### config.mk
export PLATFORM = sky130hd
export DESIGN_NAME = apb_slave_regfile
export DESIGN_NICKNAME = d
export VERILOG_FILES = /design/src/rtl/apb_pkg.sv /design/src/rtl/apb_slave_regfile.sv
export SDC_FILE = /design/constraint.sdc
export NUM_CORES = 1
export LEC_CHECK = 0
export BUFFER_PORTS_ARGS = -buffer_cell sky130_fd_sc_hd__buf_2
export CAP_MARGIN = 20
export CORE_MARGIN = 2
export CORE_UTILIZATION = 45
export CTS_CLUSTER_SIZE = 30
export DETAILED_ROUTE_END_ITERATION = 16
export GPL_ROUTABILITY_DRIVEN = 0
export PLACE_DENSITY = 0.63
export SLEW_MARGIN = 10
export SYNTH_ARGS = -nofsm -noshare
export SYNTH_HDL_FRONTEND = slang
export SYNTH_SLANG_ARGS = --single-unit
### constraint.sdc
create_clock -name HCLK -period 3.5 [get_ports HCLK]
set_input_delay 0.7 -clock HCLK [delete_from_list [all_inputs] [get_ports HCLK]]
set_output_delay 0.7 -clock HCLK [all_outputs]
set_load 0.05 [all_outputs]
### src/rtl/apb_pkg.sv
// Shared definitions for the APB slave register file.
// Holds the FSM state encoding, the read-only ID value and the indices of
// the two read-only registers (ID and transfer counter).
package apb_pkg;

  typedef enum logic [1:0] {
    ST_IDLE  = 2'd0,
    ST_WAIT  = 2'd1,
    ST_READY = 2'd2
  } state_t;

  localparam logic [31:0] REG_ID_VALUE = 32'hA9B0_0001;
  localparam int          REG_ID_IDX   = 0;
  localparam int          REG_CNT_IDX  = 1;

endpackage

### src/rtl/apb_slave_regfile.sv
// APB slave register file with a fixed number of wait states per access.
//   reg 0          : read-only ID
//   reg 1          : read-only count of error-free completed transfers (16 bit)
//   reg 2..N-1     : read/write storage
// Ports:
//   HCLK, HRESETn  : clock (rising edge), async active-low reset
//   PSEL, PENABLE  : APB select / access phase
//   PADDR, PWRITE  : byte address, direction (1 = write)
//   PWDATA         : write data
//   PRDATA         : read data, nonzero only on an error-free read completion
//   PREADY         : transfer completes this cycle
//   PSLVERR        : error response, qualified by PREADY
module apb_slave_regfile
  import apb_pkg::*;
#(
  parameter int ADDR_WIDTH  = 32,
  parameter int DATA_WIDTH  = 32,
  parameter int NUM_REGS    = 16,
  parameter int WAIT_CYCLES = 1
) (
  input  logic                  HCLK,
  input  logic                  HRESETn,
  input  logic                  PSEL,
  input  logic                  PENABLE,
  input  logic [ADDR_WIDTH-1:0] PADDR,
  input  logic                  PWRITE,
  input  logic [DATA_WIDTH-1:0] PWDATA,
  output logic [DATA_WIDTH-1:0] PRDATA,
  output logic                  PREADY,
  output logic                  PSLVERR
);

  localparam int IDXW = $clog2(NUM_REGS);
  localparam logic [ADDR_WIDTH-1:0] ADDR_LIMIT = ADDR_WIDTH'(NUM_REGS * 4);

  state_t state, state_nxt;
  logic [3:0] wcnt, wcnt_nxt;
  logic       load;

  logic [ADDR_WIDTH-1:0] addr_q;
  logic                  wr_q;
  logic [DATA_WIDTH-1:0] wdata_q;

  // Entries 0 and 1 are never written; their values come from the ID
  // constant and the transfer counter instead.
  logic [NUM_REGS-1:0][DATA_WIDTH-1:0] regs;
  logic [15:0]                         xfer_cnt;

  logic            access, setup, err;
  logic [IDXW-1:0] idx;
  logic [DATA_WIDTH-1:0] rd_sel;

  assign access = PSEL && PENABLE;
  assign setup  = PSEL && !PENABLE;
  assign idx    = addr_q[IDXW+1:2];

  // Decode is done on the latched address so the response is stable for
  // the whole access phase regardless of what the master does to PADDR.
  assign err = (addr_q[1:0] != 2'b00) || (addr_q >= ADDR_LIMIT) ||
               (wr_q && (idx == IDXW'(REG_ID_IDX) || idx == IDXW'(REG_CNT_IDX)));

  always_comb begin
    rd_sel = regs[idx];
    if (idx == IDXW'(REG_ID_IDX))  rd_sel = DATA_WIDTH'(REG_ID_VALUE);
    if (idx == IDXW'(REG_CNT_IDX)) rd_sel = DATA_WIDTH'(xfer_cnt);
  end

  always_ff @(posedge HCLK or negedge HRESETn) begin
    if (!HRESETn) begin
      state <= ST_IDLE;
      wcnt  <= '0;
    end else begin
      state <= state_nxt;
      wcnt  <= wcnt_nxt;
    end
  end

  always_comb begin
    state_nxt = state;
    wcnt_nxt  = wcnt;
    load      = 1'b0;
    PREADY    = 1'b0;
    case (state)
      ST_IDLE: begin
        if (setup) begin
          load      = 1'b1;
          wcnt_nxt  = 4'(WAIT_CYCLES);
          state_nxt = (WAIT_CYCLES == 0) ? ST_READY : ST_WAIT;
        end
      end
      ST_WAIT: begin
        // Leaving on a count of 1 gives exactly WAIT_CYCLES low access cycles.
        if (access) begin
          wcnt_nxt = wcnt - 4'd1;
          if (wcnt <= 4'd1) state_nxt = ST_READY;
        end else begin
          state_nxt = ST_IDLE;
        end
      end
      ST_READY: begin
        // A dropped PSEL/PENABLE here is an abort: no PREADY, no commit.
        PREADY    = access;
        state_nxt = ST_IDLE;
      end
      default: state_nxt = ST_IDLE;
    endcase
  end

  assign PSLVERR = PREADY && err;
  assign PRDATA  = (PREADY && !wr_q && !err) ? rd_sel : '0;

  always_ff @(posedge HCLK or negedge HRESETn) begin
    if (!HRESETn) begin
      addr_q   <= '0;
      wr_q     <= 1'b0;
      wdata_q  <= '0;
      regs     <= '0;
      xfer_cnt <= '0;
    end else begin
      if (load) begin
        addr_q  <= PADDR;
        wr_q    <= PWRITE;
        wdata_q <= PWDATA;
      end
      // Reads of reg 1 see the old count; the increment lands on this edge.
      if (PREADY && !err) begin
        xfer_cnt <= xfer_cnt + 16'd1;
        if (wr_q) regs[idx] <= wdata_q;
      end
    end
  end

endmodule

# == After elaboration in Yosys (flattened, before gate mapping) ==
# Index checks and enable logic that the tools add are counted.
# classes
mux,18
order_cmp,4
n_reduce_logical,21
n_eq_ne,6
n_addsub,2
# ops
op,count
$bwmux 512,1
$mux 32,5
$bmux 32 s4,1
$demux 32 s4,1
$ge 32x7->1 const B,1
$add 16x1->16 const B,1
$logic_and 1x1->1,8
$mux 4,2
$pmux 4 s2,1
$mux 2,3
$lt 4x5->1 const B,1
$eq 4x1->1 const B,1
$ge 4x1->1 const B,1
$le 4x1->1 const B,1
$logic_not 4->1,1
$ne 2x2->1 const B,2
$pmux 2 s2,1
$reduce_and 2->1,2
$reduce_bool 2->1,2
$sub 4x1->4 const B,1
$logic_not 1->1,3
$logic_or 1x1->1,3
$mux 1,3
$ne 3x3->1 const B,1
4 further kinds,4
# totals
out_inout_bits,34
regBits,599

# == Logic depth before layout (Yosys ltp) ==
# Gate-level depths: netlist (run 1).
# logic_depth
word_depth,7
mapped_depth,9
ltp_nobuf,6

# == Worst setup path after synthesis (run 1) ==
# No wires, ideal clock.
# synth_path
path_kind,register to output
start,reg addr_q[19]
end,out PRDATA[20]
t_arrival_ns,2.568
required_ns,2.800
setup_slack_ns,0.232
path_buffers,4
stages_incl_launch_ff,10
path_cell_list,dfrtp_1 > nor4_1 > nand4_1 > or2_1 > buf_6 > buf_8 > buf_6 > or3_1 > buf_2 > a211oi_2
# synth_via
elab_chain_len,6
# synth_rtl
element,line,source
from (decl),apb_slave_regfile.sv:40,logic [ADDR_WIDTH-1:0] addr_q;
from (signal assigned),apb_slave_regfile.sv:114,addr_q <= '0;
from (signal assigned),apb_slave_regfile.sv:121,addr_q <= PADDR;
$ge 32x7->1,apb_slave_regfile.sv:59,assign err = (addr_q[1:0] != 2'b00) || (addr_q >= ADDR_LIMIT) ||
$logic_or 1x1->1 (2 in series),apb_slave_regfile.sv:59,
$logic_not 1->1,apb_slave_regfile.sv:110,assign PRDATA = (PREADY && !wr_q && !err) ? rd_sel : '0;
$logic_and 1x1->1,apb_slave_regfile.sv:110,
$mux 32,apb_slave_regfile.sv:110,
to (decl),apb_slave_regfile.sv:28,"output logic [DATA_WIDTH-1:0] PRDATA,"
# No other way between the ends.

# == Worst setup path after layout (run 1) ==
# layout_path
start,reg addr_q[1]
end,out PRDATA[10]
# layout_via
elab_chain_len,6
# layout_rtl
element,line
$ge 32x7->1 / $reduce_bool 2->1 (equally long branches),apb_slave_regfile.sv:59
$logic_or 1x1->1 (*) (2 in series),apb_slave_regfile.sv:59
$logic_not 1->1 (*),apb_slave_regfile.sv:110
$logic_and 1x1->1 (*),apb_slave_regfile.sv:110
$mux 32 (*),apb_slave_regfile.sv:110
# Every way passes the cells marked *; elsewhere a longest branch is shown, timed or not.

==> metrics.md, run 1 <==
| Metric | Value |
|---|---|
| Status | `finished with violations` |
| Failing checks | `setup timing` |
| Die Span X | `~240 um` |
| Routed wire length | `~61000 um` |
| Syn. warnings | `0` |
| Latest clock arrival within the worst-skew pair | `0.63 ns` |
| Total power | `15.0 mW` |
| Vias/cell | `roughly 5.7` |
| Wirelength per Cell | `24.1 um` |
| Average size of a mapped cell | `15.7 sq um` |
| Netlist Area Pre-Place | `26100 sq um` |
| Die ar. | `60000 sq um` |
| Routed via count | `14500` |
| Mapped Cells | `about 1700` |
| Worst Path Class, Setup | `reg -> out` |
| FMAX | `283 MHz` |
| Max cap viols | `0` |
| CTS tree | `yes` |
| Max-slew headroom | `0.526` |
| Final Max Slew Viols | `0` |
| Num Clock Sinks | `approximately 580` |
| Starting Density | `0.454` |
| Tightest Pin Transition | `0.711 ns` |
| Minimum clock period | `3.53 ns` |
| HPWL Detailed | `roughly 37000 um` |
| Async set-reset flop share out of synthesis | `1.00` |
| Synth-to-layout area growth | `15.5%` |
| Antenna-violating nets left | `0` |
| Worst setup EP type | `output port` |
| Post-Route Setup TNS | `-0.112 ns` |
| Max Root-Sink Buffers | `3` |
| Power Dens Cells | `497 nW/um^2` |
| Register area share after synthesis | `0.559` |
| Max VDD drop | `between 400 and 500 uV` |
| Fin. Hold Viols | `0` |
| Final Instance Area | `30200 sq um` |
| Initial DRC Count | `812` |
| Synth cell types | `45` |
| CP Data Required Time | `2.80 ns` |
| H-tree levels | `2` |
| Placed Instance Area | `27500 sq um` |
| Final setup fails | `9` |
| Most common cell after layout, fill and taps aside | `dfrtp_1` |
| Antenna violations before repair | `1` |
| CP max FO | `8` |
| Nets | `1812` |
| DR pass1 iterations | `5` |
| Total Routing Usage GR | `0.212` |
| Commonest non-fill, non-tap cells in the layout | `dfrtp_1 (580), mux2_2 (454), mux4_2 (131)` |
| Remaining DRCs | `0` |
| First-pass GRT wire length | `96700 um` |
| Syn nets | `1731` |
| Post-synth top flop | `dfrtp_1` |
| Startpoint type of the worst setup path | `flip-flop` |
| PortBufs | `102` |
| FF-to-FF path depth | `8` |
| Largest net degree at the start of global routing | `76` |
| Clk slew on worst S/H paths | `0.06 ns` |
| EDFF count, synth | `0` |
| Core area | `~58000 sq um` |
| CTS Hold Bufs | `0` |
| Grt total ovfl | `0` |
| Clk_skew | `roughly 0.013 ns` |
| Ratio of cells with drive above 1 in the final layout | `0.517` |
| # IOs | `103` |
| Final WS setup | `-0.0287 ns` |
| Tcrit/Tclk final | `1.01` |
| Die height | `around 240 um` |
| Vias in the first global route | `around 16000` |
| Row cnt | `88` |
| Yosys reg bits | `584` |
| RSZ-0062 raised after global routing | `yes` |
| Clk root buf | `clkbuf_16` |
| WP data arrival | `roughly 2.8 ns` |
| Leakage | `14.5 nW` |
| Num CTS Buffers | `61` |
| Hold crit path type | `in -> async` |
-- routing by layer --
metal / global-route usage / up-vias / wire [um]
met5: 0 / - / 0
met4: 0.0635 / 0 / 1710
met3: 0.0361 / 105 / 2340
met2: 0.344 / 267 / 29800
met1: 0.295 / 7866 / 27600
li1: - / 6261 / -
-- cell families after synthesis --
family,share of synthesized area
multiplexers,0.340
flip-flops,0.559
buffers and inverters,0.0369
AND/OR/NAND/NOR,0.0364
AO/OA/AOI/OAI,0.0201
XOR/XNOR,0.00570
adder cells (fa/ha/maj),0.00144
-- worst paths after layout --
check	slack, ns	to	from
max in group asynchronous	2.33	regs[94]	HRESETn
min in group HCLK	0.31	wdata_q[9]	PWDATA[9]
min	0.08	regs[7]	HRESETn
min reg2reg	0.37	regs[37]	regs[37]
max	-0.03	PRDATA[10]	addr_q[1]
max reg2reg	0.64	regs[145]	addr_q[1]
-- report_power, final --
part | leakage [nW] | internal [mW] | total [mW] | switching, mW
Sequential | 8.01 | 6.91 | 7.30 | 0.390
Combinational | 5.56 | 0.729 | 1.58 | 0.853
Clock | 0.905 | 3.49 | 6.12 | 2.63
-- synth_stat cells, types with 4 or more instances --
master	instances	area share
dfrtp_1	584	0.56
mux2_2	454	0.20
mux4_2	131	0.11
clkbuf_1	70	0.010
mux2_1	65	0.028
buf_1	44	0.0063
nand2_1	36	0.0052
buf_2	35	0.0067
a22oi_1	31	0.0089
buf_4	18	0.0052
buf_6	17	0.0073
a22o_1	16	0.0054
nor2_1	13	0.0019
and2_1	12	0.0029
nand4_1	12	0.0029
nor4_1	12	0.0029
nor3_1	10	0.0019
a21oi_1	9	0.0017
mux2i_1	9	0.0034
xor2_1	9	0.0030
xnor2_1	8	0.0027
nand3_1	7	0.0013
nor3_4	7	0.0044
a211oi_2	6	0.0029
nor3b_1	6	0.0017
nor4_4	6	0.0049
inv_1	4	0.00057
-- registers in the layout, summed over array words and instances, names as in the netlist --
register  cells
state         2
addr_q       32
regs        497
wr_q          1
xfer_cnt     16
wcnt          4
wdata_q      32
-- through the flow --
stage	std cells	hold WS (ns)	setup slack (ns)	util
global placement	2414	0.360	0.231	0.478
floorplan	1659	0.404	0.232	-
detailed placement	2414	0.363	0.0992	0.478
global route	2547	0.105	-0.155	0.524
finish	2548	0.0822	-0.0287	0.524
CTS	2546	0.0798	-0.0754	0.522
-- worst max-delay path, cell delays in order (launching register included) --
cell and delay, ns:
dfrtp_1 0.39, nor4_2 0.30, nand3_1 0.18, or2_4 0.33
buf_16 0.16, nor4_4 0.27, buf_6 0.22, a22o_1 0.19
buf_6 0.17
-- repair_timing --
| action | 4_1_cts | 5_1_grt |
|---|---|---|
| gates resized for setup | 98 | 23 |
| setup endpoints to repair | 33 | 32 |
| pin swaps | 22 | 7 |
| setup buffers | 20 | 1 |
| gates cloned | 7 | 0 |
-- final cells by class --
| class | count | area [sq um] |
|---|---|---|
| Antenna cell | 1 | 2.50 |
| Clock buffer | 89 | 1700 |
| Clock inverter | 16 | 150 |
| Fill cell | 4652 | 27400 |
| Inverter | 5 | 18.8 |
| Multi-Input combinational cell | 885 | 10700 |
| Sequential cell | 584 | 14600 |
| Tap cell | 765 | 957 |
| Timing Repair Buffer | 203 | 2040 |
Power figures use the tool's default switching activity.
==> run 2: changes to the inputs <==
ABC_AREA = 1   (was unset)
==> run 2 against run 1 <==
The flow now finishes without violations. Clock skew increased by 0.018 ns. Flip-flop and latch count up 13. Hold slack better by 0.038 ns. Maximum frequency grew 1.3%. Routed wire length rose by 58%. Sequential share of layout area fell by 3.1 points. Sequential power rose by 3.3%. Critical path depth up 6. First-iteration DRC count increased to 3.7 times the previous value. Power increased by 15%. Combinational power up 55%.
==> metrics.md, run 2 <==
| Metric | Value |
|---|---|
| Status | `completed` |
| Synth area leader | `dfrtp_1` |
| Post-synth top flop | `dfrtp_1` |
| Grt total ovfl | `0` |
| Switching share of power | `0.299` |
| Final Max Slew Viols | `0` |
| Antenna violations before repair | `0` |
| Clk slew on worst S/H paths | `0.06 ns` |
| Logic pwr share | `0.142` |
| Minimum clock period | `3.48 ns` |
| Largest net degree at the start of global routing | `about 120` |
| Synth cell types | `27` |
| Vias in the first global route | `about 24000` |
| Routed via count | `25500` |
| Netlist Area Pre-Place | `28000 sq um` |
| Diode count | `0` |
| Final setup fails | `0` |
| Worst Path Class, Setup | `reg -> out` |
| Worst setup path startpoint | `addr_q[2]` |
| Power Dens Cells | `roughly 520 nW/um^2` |
| Total Routing Usage GR | `0.303` |
| Startpoint type of the worst setup path | `flip-flop` |
| Reg power frac | `0.437` |
| Initial DRC Count | `2983` |
| Clock share of power | `0.421` |
| Reg area | `between 10000 and 15000 sq um` |
| FF-to-FF path depth | `9` |
| Final WS setup | `0.0172 ns` |
| Multi-input gate area | `11700 sq um` |
| Nets | `3773` |
| First-pass GRT wire length | `roughly 150000 um` |
| GR Util met2 | `0.456` |
| CTS tree | `yes` |
| Max Root-Sink Buffers | `3` |
| H-tree levels | `3` |
| RR Startpoint | `addr_q[2]` |
| CTS Hold Bufs | `0` |
| Clk_skew | `0.0310 ns` |
| Tightest Pin Transition | `between 0.8 and 0.9 ns` |
| Max VDD drop | `~320 uV` |
| Hold crit path type | `in -> async` |
| Fin. Hold Viols | `0` |
| Wirelength per Cell | `21.2 um` |
| Post-Route Setup TNS | `0 ns` |
| Max cap viols | `0` |
| Yosys reg bits | `597` |
| CP Data Required Time | `2.80 ns` |
| Met1 Use GR | `0.429` |
| Sw Pwr | `5.17 mW` |
| Final Instance Area | `32900 sq um` |
| Remaining DRCs | `0` |
| HPWL Detailed | `roughly 57000 um` |
| Antenna-violating nets left | `0` |
| Latest clock arrival within the worst-skew pair | `0.63 ns` |
| Syn. warnings | `0` |
| GRT busiest layer | `met2` |
| Cell-internal power | `~12 mW` |
| Num CTS Buffers | `67` |
| Mapped Cells | `3687` |
| WP data arrival | `approximately 2.8 ns` |
| Tcrit/Tclk final | `0.995` |
| Commonest non-fill, non-tap cells in the layout | `nand2_1 (1862), dfrtp_1 (595), nand3_1 (526)` |
| CP max FO | `8` |
| Worst setup EP type | `output port` |
| Die Span X | `roughly 250 um` |
| Synth-to-layout area growth | `17.5%` |
| Async set-reset flop share out of synthesis | `1.00` |
| Syn nets | `3759` |
| Max-slew headroom | `0.421` |
| Register-to-register setup slack | `0.71 ns` |
| # IOs | `103` |
| Fillcell total | `around 5700` |
| Core area | `61600 sq um` |
| FMAX | `between 200 and 300 MHz` |
| Most common cell after layout, fill and taps aside | `nand2_1` |
| Pre-CTS WS | `0.0149 ns` |
| Row cnt | `91` |
| Setup crit end | `PRDATA[2]` |
| Max reg flops | `510` |
| Die ar. | `approximately 64000 sq um` |
| PortBufs | `102` |
| Register area share after synthesis | `0.533` |
| EDFF count, synth | `0` |
| Num Clock Sinks | `roughly 600` |
| Clk root buf | `clkbuf_16` |
| Commonest cells in the netlist | `nand2_1 (1871), dfrtp_1 (597), nand3_1 (529), clkbuf_1 (211), a22oi_1 (100)` |
| Placed Instance Area | `29700 sq um` |
| Leakage | `18.0 nW` |
| Reg-to-reg endpoint | `regs[276]` |
| Top reg by flops | `regs` |
| Largest registers | `regs x510, addr_q x32, wdata_q x32` |
| Synth area leaders | `dfrtp_1 (53%), nand2_1 (25%), nand3_1 (9.5%), clkbuf_1 (2.8%), a22oi_1 (2.7%)` |
| GR Util met3 | `0.0645` |
| Die height | `between 200 and 300 um` |
| Yosys top cell area share | `0.533` |
| Average size of a mapped cell | `7.60 sq um` |
| RSZ-0062 raised after global routing | `yes` |
| Vias/cell | `between 5 and 6` |
| DR pass1 iterations | `6` |
| Most common cell in the synthesized netlist | `nand2_1` |
| Ratio of cells with drive above 1 in the final layout | `0.117` |
| Routed wire length | `slightly below 100000 um` |
| Starting Density | `0.455` |
==> run 2: cell count changes after synthesis, moves of 65 or more <==
cell / change
clkbuf_1: +141
mux2_1: -65
nand2_1: +1835
a22oi_1: +69
nor2_1: +75
nand3_1: +522
mux4_2: -131
mux2_2: -454
==> run 2: critical path: stages, from the launching register on <==
cell and delay (ns):
dfrtp_4 0.53, buf_12 0.16, nand2_4 0.14, clkinv_8 0.10
buf_4 0.20, buf_4 0.18, nand2_1 0.06, nand3_1 0.07
nand2_1 0.11, nand2_1 0.06, inv_1 0.05, nand2_1 0.14
nand3_1 0.13, nand2_1 0.05, buf_4 0.18
==> run 2: kinds of logic (layout without fill, tap and decap cells) <==
| kind of cell | after synthesis | count (layout) | synth area share |
|---|---|---|---|
| xor+xnor | 9 | 9 | 0.00281 |
| simple gates | 2551 | 2552 | 0.372 |
| fa+ha+maj | 3 | 3 | 0.00134 |
| buf+inv | 399 | 460 | 0.0583 |
| compound gates | 128 | 128 | 0.0320 |
| flops | 597 | 597 | 0.533 |
==> run 2: final cells by class <==
class | count | area share
Timing Repair inverter | 1 | 0.000266
Sequential cell | 597 | 0.454
Inverter | 72 | 0.00908
Multi-Input combinational cell | 2692 | 0.356
Clock inverter | 16 | 0.00745
Tap cell | 837 | 0.0318
Timing Repair Buffer | 270 | 0.0808
Clock buffer | 101 | 0.0606
==> run 2: worst min-delay path by stage <==
stage | to | cells past startpoint
after floorplan | addr_q[0] | 0
after global placement | regs[34] | 0
after detailed placement | regs[29] | 0
after CTS | xfer_cnt[6] | 1
after global routing | xfer_cnt[6] | 1
final | xfer_cnt[6] | 1
==> run 2: per-stage QoR <==
step | std cells | hold slack [ns] | power, mW | utilization
3_3_place_gp | 4429 | 0.365 | 9.60 | 0.483
3_5_place_dp | 4429 | 0.366 | 9.60 | 0.483
5_1_grt | 4586 | 0.146 | 17.8 | 0.534
4_1_cts | 4564 | 0.124 | 17.0 | 0.524
2_1_floorplan | 3687 | 0.404 | 8.34 | -
6_report | 4586 | 0.120 | 17.3 | 0.534
==> run 2: power by group through the flow <==
stage	logic (mW)	registers (mW)	clock network [mW]
after floorplan	1.04	7.30	0
final	2.45	7.54	7.27
after CTS	2.15	7.52	7.36
after detailed placement	1.96	7.65	0
after global placement	1.95	7.65	0
after global routing	2.54	7.57	7.64
==> run 2: per-layer routing <==
layer,routed length [um],up-vias
li1,-,11700
met1,41100,12300
met2,43200,1298
met3,9350,200
met4,3660,0
met5,0,-
==> run 2: timing repair <==
| action | in CTS | in global routing |
|---|---|---|
| setup buffers | 13 | 12 |
| resized for setup | 28 | 90 |
| pin swaps | 2 | 10 |
| cloned | 5 | 10 |
| endpoints found under the setup margin | 32 | 32 |
==> run 3: changes to the inputs <==
PLACE_DENSITY = unset   (was 0.63)
PLACE_DENSITY_LB_ADDON = 0.12   (was unset)
==> run 3 against run 2 <==
Hold slack got worse by 0.029 ns. Clock skew decreased by 0.0069 ns. Design area decreased by 2.9%. Sequential share of layout area increased by 1.4 points. Global-route usage about the same. Sequential power about the same. Die area unchanged. Setup slack improved by 0.066 ns. Combinational power decreased by 15%. Highest routed layer is now met5.
==> metrics.md, run 3 (synthesis gave the netlist of run 2 again) <==
| Metric | Value |
|---|---|
| Hold crit path type | `in -> async` |
| Placed Instance Area | `~29000 sq um` |
| Synth-to-layout area growth | `14.1%` |
| Commonest non-fill, non-tap cells in the layout | `nand2_1 (1866), dfrtp_1 (594), nand3_1 (528)` |
| HPWL Detailed | `56500 um` |
| Die height | `253 um` |
| Antenna-violating nets left | `0` |
| Wirelength per Cell | `21.2 um` |
| CP max FO | `7` |
| Die Span X | `approximately 250 um` |
| CP Data Required Time | `2.80 ns` |
| Tightest Pin Transition | `between 0.9 and 1 ns` |
| H-tree levels | `3` |
| DR pass1 iterations | `6` |
| Max Root-Sink Buffers | `3` |
| Clk slew on worst S/H paths | `0.06 ns` |
| WP data arrival | `roughly 2.7 ns` |
| Met1 WL | `41000 um` |
| Final Instance Area | `32000 sq um` |
| Latest clock arrival within the worst-skew pair | `0.62 ns` |
| Worst setup EP type | `output port` |
| Top reg by flops | `regs` |
| Max cap viols | `0` |
| Status | `completed` |
| Max-slew headroom | `0.381` |
| Final Non-Filler Cells | `4545` |
| Row cnt | `91` |
| Max VDD drop | `between 300 and 400 uV` |
| Total Routing Usage GR | `0.303` |
| Minimum clock period | `3.42 ns` |
| PortBufs | `102` |
| Fin. Hold Viols | `0` |
| FMAX | `293 MHz` |
| Num CTS Buffers | `69` |
| Max reg flops | `510` |
| Final Max Slew Viols | `0` |
| Core area | `61600 sq um` |
| Startpoint type of the worst setup path | `flip-flop` |
| Routed via count | `25500` |
| Worst Path Class, Setup | `reg -> out` |
| Nets | `3732` |
| Antenna violations before repair | `2` |
| Power Dens Cells | `519 nW/um^2` |
| Leakage | `approximately 18 nW` |
| Routed wire length | `96500 um` |
| # IOs | `103` |
| Largest net degree at the start of global routing | `157` |
| Met3 Routed Length | `9100 um` |
| Starting Density | `0.455` |
| Fillcell total | `between 5000 and 6000` |
| CTS tree | `yes` |
| Diode count | `0` |
| Grt total ovfl | `0` |
| Top routing layer used | `met5` |
| Clk_skew | `0.0241 ns` |
| Initial DRC Count | `between 2000 and 3000` |
| Vias in the first global route | `24800` |
| Remaining DRCs | `0` |
| Final setup fails | `0` |
| Placed Cells | `4413` |
| Num Clock Sinks | `597` |
| Met2 routed WL | `42900 um` |
| Tcrit/Tclk final | `0.976` |
| Die ar. | `64200 sq um` |
| Largest registers | `regs x510, addr_q x32, wdata_q x32` |
| RSZ-0062 raised after global routing | `yes` |
| Clk root buf | `clkbuf_16` |
| First-pass GRT wire length | `about 150000 um` |
| Most common cell after layout, fill and taps aside | `nand2_1` |
| Vias/cell | `5.60` |
| Ratio of cells with drive above 1 in the final layout | `0.102` |
run 3: per-stage QoR:
stage / setup WS, ns / TNS [ns] / power (mW) / hold slack (ns) / utilization
2_1_floorplan: 0.416 / 0 / 8.34 / 0.404 / -
3_3_place_gp: 0.300 / 0 / 9.56 / 0.365 / 0.479
3_5_place_dp: 0.244 / 0 / 9.58 / 0.366 / 0.479
4_1_cts: -0.0212 / -0.0212 / 16.6 / 0.0889 / 0.515
5_1_grt: -0.00856 / -0.0165 / 17.1 / 0.122 / 0.519
6_report: 0.0830 / 0 / 16.6 / 0.0904 / 0.519
run 3: report_power, final:
group | internal [mW] | leakage, nW | switching (mW)
Combinational | 0.502 | 8.35 | 1.59
Clock | 4.07 | 1.06 | 2.89
Sequential | 7.05 | 8.19 | 0.491
run 3: final timing paths:
kind,from,endpoint,slack (ns),cells after the start
max reg2reg,wr_q,regs[293],0.68,6
min in group HCLK,PWDATA[20],wdata_q[20],0.27,3
max in group asynchronous,HRESETn,regs[29],2.38,2
min,HRESETn,xfer_cnt[1],0.09,1
max,addr_q[4],PRDATA[31],0.08,12
min reg2reg,regs[54],regs[54],0.37,0
run 3: critical path, stage by stage (launching register included):
cell	delay (ns)
dfrtp_1	0.42
inv_2	0.10
nand2_4	0.14
nor2_2	0.09
nand2_2	0.12
inv_2	0.04
nor2_1	0.13
nand3_2	0.17
nor2_4	0.22
buf_12	0.13
nand2_2	0.13
nor2_1	0.14
buf_2	0.28
run 3: routing by layer:
metal / track usage / vias up
li1: - / 11600
met5: 0 / -
met4: 0.109 / 2
met3: 0.0693 / 222
met1: 0.417 / 12400
met2: 0.469 / 1242
run 3: area by class of cell:
class	count	area (sq um)	area share
clock buffers	109	2080	0.0651
clock inverters	10	75.1	0.00235
inverters	72	282	0.00881
multi-input cells	2691	11600	0.364
flip-flops and latches	597	14900	0.468
well taps	837	1050	0.0328
repair buffers	229	1910	0.0597
run 3: timing repair:
action	4_1_cts	5_1_grt
gates resized for setup	20	28
hold buffers	0	0
buffers inserted	2	9
hold endpoints to repair	0	0
setup endpoints to repair	32	32
gates cloned	0	2
pin swaps	2	2
